==> config.mk <==
export PLATFORM = sky130hd
export DESIGN_NAME = hs_bus_arbiter
export DESIGN_NICKNAME = d
export VERILOG_FILES = /design/src/rtl/hs_bus_arbiter.sv
export SDC_FILE = /design/constraint.sdc
export NUM_CORES = 1
export LEC_CHECK = 0
export ABC_AREA = 1
export BUFFER_PORTS_ARGS = -buffer_cell sky130_fd_sc_hd__buf_4
export CORE_AREA = 2 2 118 120
export DETAILED_ROUTE_END_ITERATION = 12
export DIE_AREA = 0 0 120 122
export MAX_ROUTING_LAYER = met4
export SYNTH_ARGS = -nofsm -noshare
export SYNTH_HDL_FRONTEND = slang
export SYNTH_SLANG_ARGS = --single-unit
==> constraint.sdc <==
create_clock -name clk_i -period 1.9 [get_ports clk_i]
set_input_delay 0.095 -clock clk_i [delete_from_list [all_inputs] [get_ports clk_i]]
set_output_delay 0.095 -clock clk_i [all_outputs]
set_load 0.02 [all_outputs]
==> src/rtl/hs_bus_arbiter.sv <==
// hs_bus_arbiter
//   Shares one handshake slave port between two handshake masters
//   (m0 = instruction port, m1 = data port). Round-robin arbitration,
//   zero-wait completion in the arbitration cycle, grant locked while the
//   slave stalls, and a watchdog that aborts a hung transfer with an error.
//
// Ports
//   clk_i, rst_i            clock, synchronous active-low reset
//   mN_rd_i / mN_wr_i       master N read / write request (level)
//   mN_addr_i / mN_wdata_i  master N address / write data
//   mN_ready_o              1 = idle, or master N request completes now
//   mN_rdata_o              read data to master N (0 unless N is the winner)
//   mN_err_o                one-cycle watchdog abort flag, with mN_ready_o
//   s_rd_o / s_wr_o         slave read / write request
//   s_addr_o / s_wdata_o    slave address / write data
//   s_ready_i / s_rdata_i   slave completion / read data
//
// State
//   lock | meaning
//   -----+------------------------------------------------------------
//   OFF  | arbitrate every cycle among current requesters
//   ON   | slave stalled; grant held on gnt_q, watchdog counting
module hs_bus_arbiter #(
   parameter int ADDR_W  = 32,
   parameter int DATA_W  = 32,
   parameter int TIMEOUT = 1023,
   parameter int CNT_W   = 10
) (
   input  logic              clk_i,
   input  logic              rst_i,
   input  logic              m0_rd_i,
   input  logic              m0_wr_i,
   input  logic [ADDR_W-1:0] m0_addr_i,
   input  logic [DATA_W-1:0] m0_wdata_i,
   output logic              m0_ready_o,
   output logic [DATA_W-1:0] m0_rdata_o,
   output logic              m0_err_o,
   input  logic              m1_rd_i,
   input  logic              m1_wr_i,
   input  logic [ADDR_W-1:0] m1_addr_i,
   input  logic [DATA_W-1:0] m1_wdata_i,
   output logic              m1_ready_o,
   output logic [DATA_W-1:0] m1_rdata_o,
   output logic              m1_err_o,
   output logic              s_rd_o,
   output logic              s_wr_o,
   output logic [ADDR_W-1:0] s_addr_o,
   output logic [DATA_W-1:0] s_wdata_o,
   input  logic              s_ready_i,
   input  logic [DATA_W-1:0] s_rdata_i
);

   localparam logic LOCK_OFF = 1'b0;
   localparam logic LOCK_ON  = 1'b1;

   localparam logic [CNT_W-1:0] CNT_TMO = CNT_W'(TIMEOUT);
   // With the watchdog disabled the counter just parks at all-ones.
   localparam logic [CNT_W-1:0] CNT_SAT = (TIMEOUT != 0) ? CNT_W'(TIMEOUT) : {CNT_W{1'b1}};

   logic             lock_q, lock_d;
   logic             gnt_q, gnt_d;
   logic             prio_q, prio_d;
   logic [CNT_W-1:0] cnt_q, cnt_d;

   logic req0, req1, req_g;
   logic win_vld, win, abort, pass;

   always_comb begin
      req0  = m0_rd_i | m0_wr_i;
      req1  = m1_rd_i | m1_wr_i;
      req_g = gnt_q ? req1 : req0;

      win_vld = 1'b0;
      win     = 1'b0;
      if (lock_q == LOCK_ON) begin
         // A granted master that drops its request loses the slave at once.
         win_vld = req_g;
         win     = gnt_q;
      end else begin
         win_vld = req0 | req1;
         win     = (req0 & req1) ? prio_q : req1;
      end
      // Holding reset withdraws any request from the slave.
      if (!rst_i) begin
         win_vld = 1'b0;
      end

      abort = win_vld && (lock_q == LOCK_ON) && !s_ready_i &&
              (TIMEOUT != 0) && (cnt_q == CNT_TMO);
      pass  = win_vld & ~abort;

      s_rd_o    = pass & (win ? m1_rd_i : m0_rd_i);
      s_wr_o    = pass & (win ? m1_wr_i : m0_wr_i);
      s_addr_o  = win_vld ? (win ? m1_addr_i : m0_addr_i) : '0;
      s_wdata_o = win_vld ? (win ? m1_wdata_i : m0_wdata_i) : '0;

      m0_ready_o = !req0 ? 1'b1 : ((win_vld && !win) ? (s_ready_i | abort) : 1'b0);
      m1_ready_o = !req1 ? 1'b1 : ((win_vld &&  win) ? (s_ready_i | abort) : 1'b0);
      m0_rdata_o = (win_vld && !win) ? s_rdata_i : '0;
      m1_rdata_o = (win_vld &&  win) ? s_rdata_i : '0;
      m0_err_o   = abort & ~win;
      m1_err_o   = abort &  win;
   end

   always_comb begin
      lock_d = lock_q;
      gnt_d  = gnt_q;
      prio_d = prio_q;
      cnt_d  = cnt_q;
      if (lock_q == LOCK_OFF) begin
         if (win_vld) begin
            if (s_ready_i) begin
               prio_d = ~win;
            end else begin
               lock_d = LOCK_ON;
               gnt_d  = win;
               cnt_d  = CNT_W'(1);
            end
         end
      end else begin
         if (!req_g) begin
            // Protocol violation: release without touching priority.
            lock_d = LOCK_OFF;
            cnt_d  = '0;
         end else if (s_ready_i || abort) begin
            lock_d = LOCK_OFF;
            cnt_d  = '0;
            prio_d = ~gnt_q;
         end else if (cnt_q != CNT_SAT) begin
            cnt_d = cnt_q + CNT_W'(1);
         end
      end
   end

   always_ff @(posedge clk_i) begin
      if (!rst_i) begin
         lock_q <= LOCK_OFF;
         gnt_q  <= 1'b0;
         prio_q <= 1'b0;
         cnt_q  <= '0;
      end else begin
         lock_q <= lock_d;
         gnt_q  <= gnt_d;
         prio_q <= prio_d;
         cnt_q  <= cnt_d;
      end
   end

endmodule

After elaboration in Yosys (flattened, before gate mapping) --
Index checks and enable logic that the tools add are counted.
Cells by class: reduce and logical (&&, ||, !) cells 13, equal/unequal tests 6, bitwise logic cells 15, add/subtract/negate cells 1, mux-type cells 33
Operators with widths (count):
- two-way mux 32 bit | 6
- two-way mux 10 bit | 6
- two-way mux 1 bit | 21
- adder 10 x 1 -> 10 bit (second input constant) | 1
- == test 10 bit (second input constant) | 1
- != test 10 bit (second input constant) | 1
- bitwise AND 1 bit | 6
- != test 2 x 1 -> 1 bit (second input constant) | 3
- AND reduction 3 bit | 2
- logical AND 1 bit | 5
- NOT 1 bit | 5
- != test 4 x 2 -> 1 bit (second input constant) | 1
- bitwise OR 1 bit | 4
- AND reduction 4 bit | 1
- nonzero test 2 bit | 2
- logical NOT 1 bit | 2
- logical OR 1 bit | 1
Storage, ports and cells: bits of input ports 167, register bits after elaboration 13, output and inout port bits 134

Logic depth before layout (Yosys ltp) --
Gate-level depths: netlist of the first run.
word-level depth 11, depth in mapped cells 11

Worst setup path before layout of the first run --
No wires, ideal clock.
kind register to output, from register cnt_q[1], to output port m0_ready_o, cell stages (with the launch flop) 9, buffers on the path 1, data required time 1.805 ns, setup slack 0.263 ns, data arrival time 1.542 ns, path through dfxtp_1 -> ha_1 -> nand2_2 -> nor2_4 -> nand2_4 -> nor2_4 -> a21oi_4 -> buf_4 -> o22ai_1
On the way: longest elaborated chain between the ends 5
Ends and longest elaborated chain:
- start: declaration | line 63 | logic [CNT_W-1:0] cnt_q, cnt_d;
- start signal: assignment | line 145 | cnt_q <= cnt_d;
- == test 10 bit | line 89 | (TIMEOUT != 0) && (cnt_q == CNT_TMO);
- logical AND 1 bit | line 89
- bitwise OR 1 bit | line 97 | m0_ready_o = !req0 ? 1'b1 : ((win_vld && !win) ? (s_ready_i | abort) : 1'b0);
- two-way mux 1 bit (2 in a row) | line 97
- end: declaration | line 35 | output logic m0_ready_o,
No other way between the ends.

Worst setup path in the final report of the first run --
Ends and elaborated chain as after synthesis.

==> impl_metrics.csv, run 1 <==
group,metric,value,unit
worst_setup_path,crit_arrival,1.70,ns
grt,grt_pass1_wl,18.9,mm
clock_tree,ctsHoldBuffers,0,
power_and_ir_drop,ir_worst_vdd,0.218,mV
floorplan,start_util,17.6,%
timing,fin_crit,1.80,ns
grt,grt_max_degree,48,
routing,num_vias,3881,
clock_tree,clk_latency,0.24,ns
routing,routed_wl,13.5,mm
worst_setup_path,worstPathCellList,"ha_4, nand2_2, nor2_4, nand2_4, nor2_4, a21oi_4, o22ai_2, buf_4",
floorplan,placementRows,43,
grt,grt_pass1_vias,3339,
synthesis,yosysMostFrequentCell,"nand2_1",
synthesis,yosys-top-cells-area,"nand2_1 25%, a21oi_1 18%, nor2_1 12%, dfxtp_1 11%, inv_1 6.6%",
routing,ant_nets,0,
clock_tree,cts_buffers,3,
synthesis,synth_ff_type,"dfxtp_1",
cells_and_area,area_growth,113,%
clock_tree,clock-sinks,13,
placement,gp_congestion,0.810,
floorplan,ios,301,
cells_and_area,n_fill_cell,1476,
synthesis,syn_area_per_cell,5.20,um2
worst_setup_path,slowest_delay,0.35,ns
power_and_ir_drop,p_seq_share,13.4,%
worst_setup_path,start_kind,"flop",
run,cap_violations,0,
timing,relSlewSlack,71.1,%
power_and_ir_drop,power,2.46,mW
synthesis,synth_cells,458,
floorplan,dieArea,14600,um2
routing,post_drt_wl_per_cell,14.4,um
clock_tree,clockBufferDepth,2,
power_and_ir_drop,p_switching,1.09,mW
floorplan,die_w,120,um
synthesis,ys_top_cells_by_count,"158 x nand2_1, 85 x a21oi_1, 73 x nor2_1",
timing,fin_crit_sh,94.5,%
placement,dp_hpwl,10.4,mm
timing,tns,0,ns
clock_tree,h-tree-depth,1,
clock_tree,path_clk_slew,0.05,ns
power_and_ir_drop,p_per_area,485,nW/um2
synthesis,yosys.area.top_type,"nand2_1",
power_and_ir_drop,p_clk_share,16.1,%
power_and_ir_drop,leakagePower,2.78,nW
grt,antenna_found_initial,0,
cells_and_area,nets,924,
worst_setup_path,crit_top_cell,"nor2_4",
timing,worst_slew_pin_slew,0.433,ns
cells_and_area,diodes,0,
worst_hold_path,holdPathStages,3,
synthesis,netlist_area,2380,um2
clock_tree,cts_tree,"done",
worst_hold_path,hold_path.class,"in2reg",
floorplan,die_height,122,um
routing,drt_iter0_markers,333,
power_and_ir_drop,p_int,1.37,mW
synthesis,yosys_register_bits,13,
grt,grt_overflow,0,
timing,setup_violations,0,
routing,viasPerCell,4.15,
placement,portBuffers,300,
synthesis,synth_cell_types,32,
synthesis,async_reset_ff_share,0,%
synthesis,synth-warning-count,0,
worst_setup_path,slowest_stage,"a21oi_4",
routing,dr.pass1.iters,6,
cells_and_area,drive_above_1_share,48.1,%
worst_setup_path,required,1.80,ns
synthesis,ys_seq_area_share,10.9,%
worst_setup_path,cp_max_fo,12,
synthesis,netlist.area_leader.share,24.9,%
timing,slew_viol_final,0,
power_and_ir_drop,combPwrFrac,70.5,%
worst_setup_path,path_depth,8,
worst_setup_path,worst-path-buf-inv,1,
floorplan,design.core.area,13500,um2
synthesis,synth_edf_count,0,
worst_setup_path,critPathTopFamily,"compound AO/OA/AOI/OAI gates",
status,status,"complete, no violations",
timing,clock_skew,0.00630,ns
routing,drc,0,
timing,hold_viol,0,
worst_setup_path,end_kind,"output pin",
worst_setup_path,rr_worst_depth,11,
timing,max_freq,557,MHz
clock_tree,cts-root-buf,"clkbuf_16",
synthesis,syn_nets,626,
power_and_ir_drop,p_sw_share,44.2,%
worst_setup_path,path_class,"reg2out",
grt,grtUsageTotal,16.4,%
## what timing repair did
item,CTS,global route
endpoints found under the setup margin,35,64
resized for setup,9,11
gates cloned,1,2
buffers inserted,2,4
pin swaps,2,3
## worst register-to-register path, delay by kind of cell, from the launching register on
kind	cells	cell delay (ns)
adders and majority gates	1	0.15
buffers and inverters	2	0.18
DFF	1	0.37
and+or+nand+nor	8	0.86
## layer usage
layer	track usage, %	share of wire (%)	vias to the layer above	wire, um
met5	-	0	-	0
met4	1.62	0.76	0	103
met3	3.51	6.7	8	902
met2	27.3	51	136	6820
met1	21.0	42	1711	5660
li1	-	-	2026	-
## per-stage QoR
stage	cell area [um2]	std cells	util [%]	setup WS, ns	hold WS (ns)
4_1_cts	4960	929	36.7	0.00924	0.149
2_1_floorplan	2380	458	-	0.263	0.306
5_1_grt	5080	935	37.6	-0.00495	0.160
6_report	5080	935	37.6	0.104	0.148
3_5_place_dp	4800	922	35.6	0.0860	0.401
3_3_place_gp	4800	922	35.6	0.118	0.399
## kinds of logic (layout without fill, tap and decap cells)
logic type / Yosys count / in the layout / synth area share (%)
compound gates: 95 / 95 / 21.2
xor+xnor: 7 / 7 / 2.57
fa+ha+maj: 1 / 1 / 0.525
buf+inv: 76 / 373 / 16.6
flops: 13 / 13 / 10.9
simple gates: 266 / 266 / 48.1
## sequential cells by signal, indices dropped and copies added, names as in the netlist
name / count
prio_q: 1
gnt_q: 1
cnt_q: 10
lock_q: 1
## worst paths after layout
check                           slack [ns]               endpoint             startpoint
worst min register to register        0.52     gnt_q$_SDFFE_PN0P_     gnt_q$_SDFFE_PN0P_
worst max-delay path                  0.10             m0_ready_o  cnt_q[1]$_SDFFE_PN0P_
worst min-delay path                  0.15    prio_q$_SDFFE_PN0P_                  rst_i
worst max register to register        0.25  cnt_q[9]$_SDFFE_PN0P_  cnt_q[1]$_SDFFE_PN0P_
## power by group through the flow
stage	Sequential, mW	Combinational [mW]	Clock [mW]
finish	0.330	1.73	0.397
global route	0.332	1.87	0.422
CTS	0.329	1.67	0.408
detailed placement	0.330	1.63	0
global placement	0.331	1.62	0
floorplan	0.326	0.875	0
## cells in the final DEF (no fill, tap or decap)
cell type  instances
buf_4            312
nand2_1          157
a21oi_1           83
nor2_1            71
inv_1             41
dfxtp_1           11
nand2_2            6
nand3b_1           6
nand3_1            6
nor2_2             5
clkbuf_16          5
buf_12             5
nand4_1            4
xor2_1             4
inv_2              3
nor2_4             3
nand3_2            3
xnor2_1            3
o21ai_0            3
a21oi_2            2
nand2_4            2
o21ai_2            2
dfxtp_2            2
inv_4              1
o211ai_2           1
o21ai_4            1
clkinv_4           1
nor3_4             1
a21oi_4            1
o22ai_2            1
nand4_4            1
o31ai_1            1
nor3_1             1
ha_4               1
clkbuf_1           1
buf_16             1
clkbuf_8           1
buf_8              1
buf_6              1
## layout make-up
class                           instances  area (um2)  share of cell area, %
Timing Repair Buffer                  323        2560                   50.4
Sequential cell                        13         263                   5.17
Multi-Input combinational cell        369        1770                   34.9
Inverter                               46         180                   3.55
Clock buffer                            4        78.8                   1.55
Tap cell                              180         225                   4.44
Note: power is estimated with default switching activity, not from simulation.
==> run 2: changes to the inputs <==
- CORE_AREA: 2 2 118 120 -> 2 2 116 118
- DIE_AREA: 0 0 120 122 -> 0 0 118 120
==> run 2 against run 1 <==
  * Sequential power is essentially flat
  * Fmax is 0.43% lower
  * Sequential share of layout area rose by 0.083 points
  * Clock skew decreased by 0.0028 ns
  * Register-to-register slack worse by 0.03 ns
==> impl_metrics.csv, run 2 (synthesis gave the netlist of run 1 again) <==
group,metric,value,unit
status,status,"complete, no violations",
placement,post-place-ws,0.162,ns
routing,drc,0,
timing,setup_violations,0,
floorplan,dieArea,14200,um2
timing,fin_crit,1.80,ns
clock_tree,clock-sinks,13,
floorplan,start_util,18.4,%
grt,antenna_found_initial,0,
clock_tree,clockBufferDepth,2,
clock_tree,cts-root-buf,"clkbuf_16",
timing,relSlewSlack,69.5,%
floorplan,die_w,118,um
worst_setup_path,path_class,"reg2out",
timing,tns,0,ns
clock_tree,ctsHoldBuffers,0,
power_and_ir_drop,combPwrFrac,69.8,%
routing,viasPerCell,4.19,
cells_and_area,finalInstanceArea,5020,um2
power_and_ir_drop,leakagePower,2.75,nW
clock_tree,path_clk_slew,0.05,ns
run,cap_violations,0,
cells_and_area,final_cell_mix,"306 x buf_4, 155 x nand2_1, 83 x a21oi_1",
cells_and_area,final_common_cell,"buf_4",
clock_tree,cts_buffers,3,
worst_setup_path,cp_max_fo,3,
placement,gp_congestion,0.799,
routing,post_drt_wl_per_cell,13.7,um
grt,grt_max_degree,65,
floorplan,placementRows,42,
worst_setup_path,slowest_stage,"dfxtp_2",
power_and_ir_drop,p_switching,1.07,mW
power_and_ir_drop,p_per_area,480,nW/um2
floorplan,die_height,120,um
routing,num_vias,3876,
routing,dr.pass1.iters,5,
timing,fin_crit_sh,94.9,%
floorplan,ios,301,
routing,routed_wl,12.7,mm
power_and_ir_drop,p_int,1.35,mW
worst_hold_path,hold_path.class,"in2reg",
cells_and_area,largest-register,"cnt_q",
grt,grt_pass1_vias,3299,
timing,hold_viol,0,
cells_and_area,area_growth,111,%
timing,hold_slack,0.146,ns
cells_and_area,n_fill_cell,1412,
cells_and_area,nets,917,
power_and_ir_drop,p_seq_share,13.6,%
timing,rsz0062_at_grt,"no",
clock_tree,cts_tree,"done",
worst_setup_path,start_kind,"flop",
worst_setup_path,slowest_delay,0.36,ns
placement,dp_hpwl,9.57,mm
timing,slew_viol_final,0,
worst_setup_path,critPathTopFamily,"simple AND/OR/NAND/NOR gates",
power_and_ir_drop,ir_worst_vdd,0.204,mV
grt,grt_overflow,0,
timing,max_freq,554,MHz
timing,clock_skew,0.00345,ns
worst_setup_path,worst-path-buf-inv,1,
worst_setup_path,end_kind,"output pin",
placement,portBuffers,300,
cells_and_area,layout.area.seq,264,um2
worst_setup_path,worstPathCellList,"ha_4, nand2_2, nor2_4, nand2_4, nor3_4, nand2_2, nor2_2, buf_4",
grt,grtUsageTotal,15.7,%
floorplan,design.core.area,13000,um2
worst_setup_path,required,1.80,ns
clock_tree,h-tree-depth,1,
worst_setup_path,crit_top_cell,"nand2_2",
timing,timing.final.ws_setup,0.0964,ns
cells_and_area,drive_above_1_share,47.9,%
routing,ant_nets,0,
power_and_ir_drop,p_clk_share,16.6,%
routing,drt_iter0_markers,263,
grt,grt_pass1_wl,17.8,mm
worst_setup_path,crit_arrival,1.71,ns
clock_tree,clk_latency,0.24,ns
cells_and_area,multi_input_area,1780,um2
power_and_ir_drop,p_sw_share,44.2,%
placement,place_area,4800,um2
timing,worst_slew_pin_slew,0.457,ns
cells_and_area,diodes,0,
cells_and_area,largest_register_ffs,10,
-- run 2: path summary, 6_finish.rpt --
check / end / slack, ns / depth (start not counted) / startpoint
max reg2reg: cnt_q[9]$_SDFFE_PN0P_ / 0.22 / 11 / cnt_q[0]$_SDFFE_PN0P_
max: m1_err_o / 0.1 / 8 / cnt_q[0]$_SDFFE_PN0P_
min: prio_q$_SDFFE_PN0P_ / 0.15 / 3 / rst_i
min reg2reg: gnt_q$_SDFFE_PN0P_ / 0.51 / 2 / gnt_q$_SDFFE_PN0P_
-- run 2: through the flow --
stage | util [%] | cells | total power, mW
5_1_grt | 38.7 | 924 | 2.58
3_3_place_gp | 37.0 | 915 | 1.95
6_report | 38.7 | 924 | 2.41
3_5_place_dp | 37.0 | 915 | 1.95
4_1_cts | 37.8 | 921 | 2.36
2_1_floorplan | - | 458 | 1.20
-- run 2: cell type report --
| cell class | count | area share (%) |
|---|---|---|
| flip-flops and latches | 13 | 5.26 |
| well taps | 176 | 4.39 |
| repair buffers | 316 | 49.9 |
| inverters | 46 | 3.54 |
| multi-input cells | 369 | 35.4 |
| clock inverters | 1 | 0.0997 |
| clock buffers | 3 | 1.50 |
-- run 2: layer usage --
metal	GRT usage, %	vias up	wire length, um
met1	19.1	1714	5310
met3	2.95	9	707
met2	27.5	145	6550
met4	2.48	0	107
li1	-	2008	-
met5	-	-	0
-- run 2: what timing repair did --
| item | CTS | global route |
|---|---|---|
| setup buffers | 2 | 0 |
| gates cloned | 0 | 3 |
| gates resized for setup | 5 | 12 |
| endpoints found under the setup margin | 3 | 31 |
| pin swaps | 2 | 1 |
-- run 2: worst reg2reg max path, stage by stage, from the launching register on --
cell and delay [ns]:
dfxtp_2 0.36, ha_4 0.15, nand2_2 0.07, nor2_4 0.14, nand2_4 0.09, nor3_4 0.19, buf_4 0.14, nand4_4 0.17
nand3_2 0.12, nand2_1 0.05, nand2_1 0.06, inv_1 0.03
-- run 2: power groups by stage --
stage                     logic, mW  clock network (mW)  registers, mW
after CTS                      1.62               0.412          0.324
after floorplan               0.875                   0          0.326
after global routing           1.81               0.429          0.333
after global placement         1.62                   0          0.329
after detailed placement       1.62                   0          0.329
final                          1.68               0.400          0.329
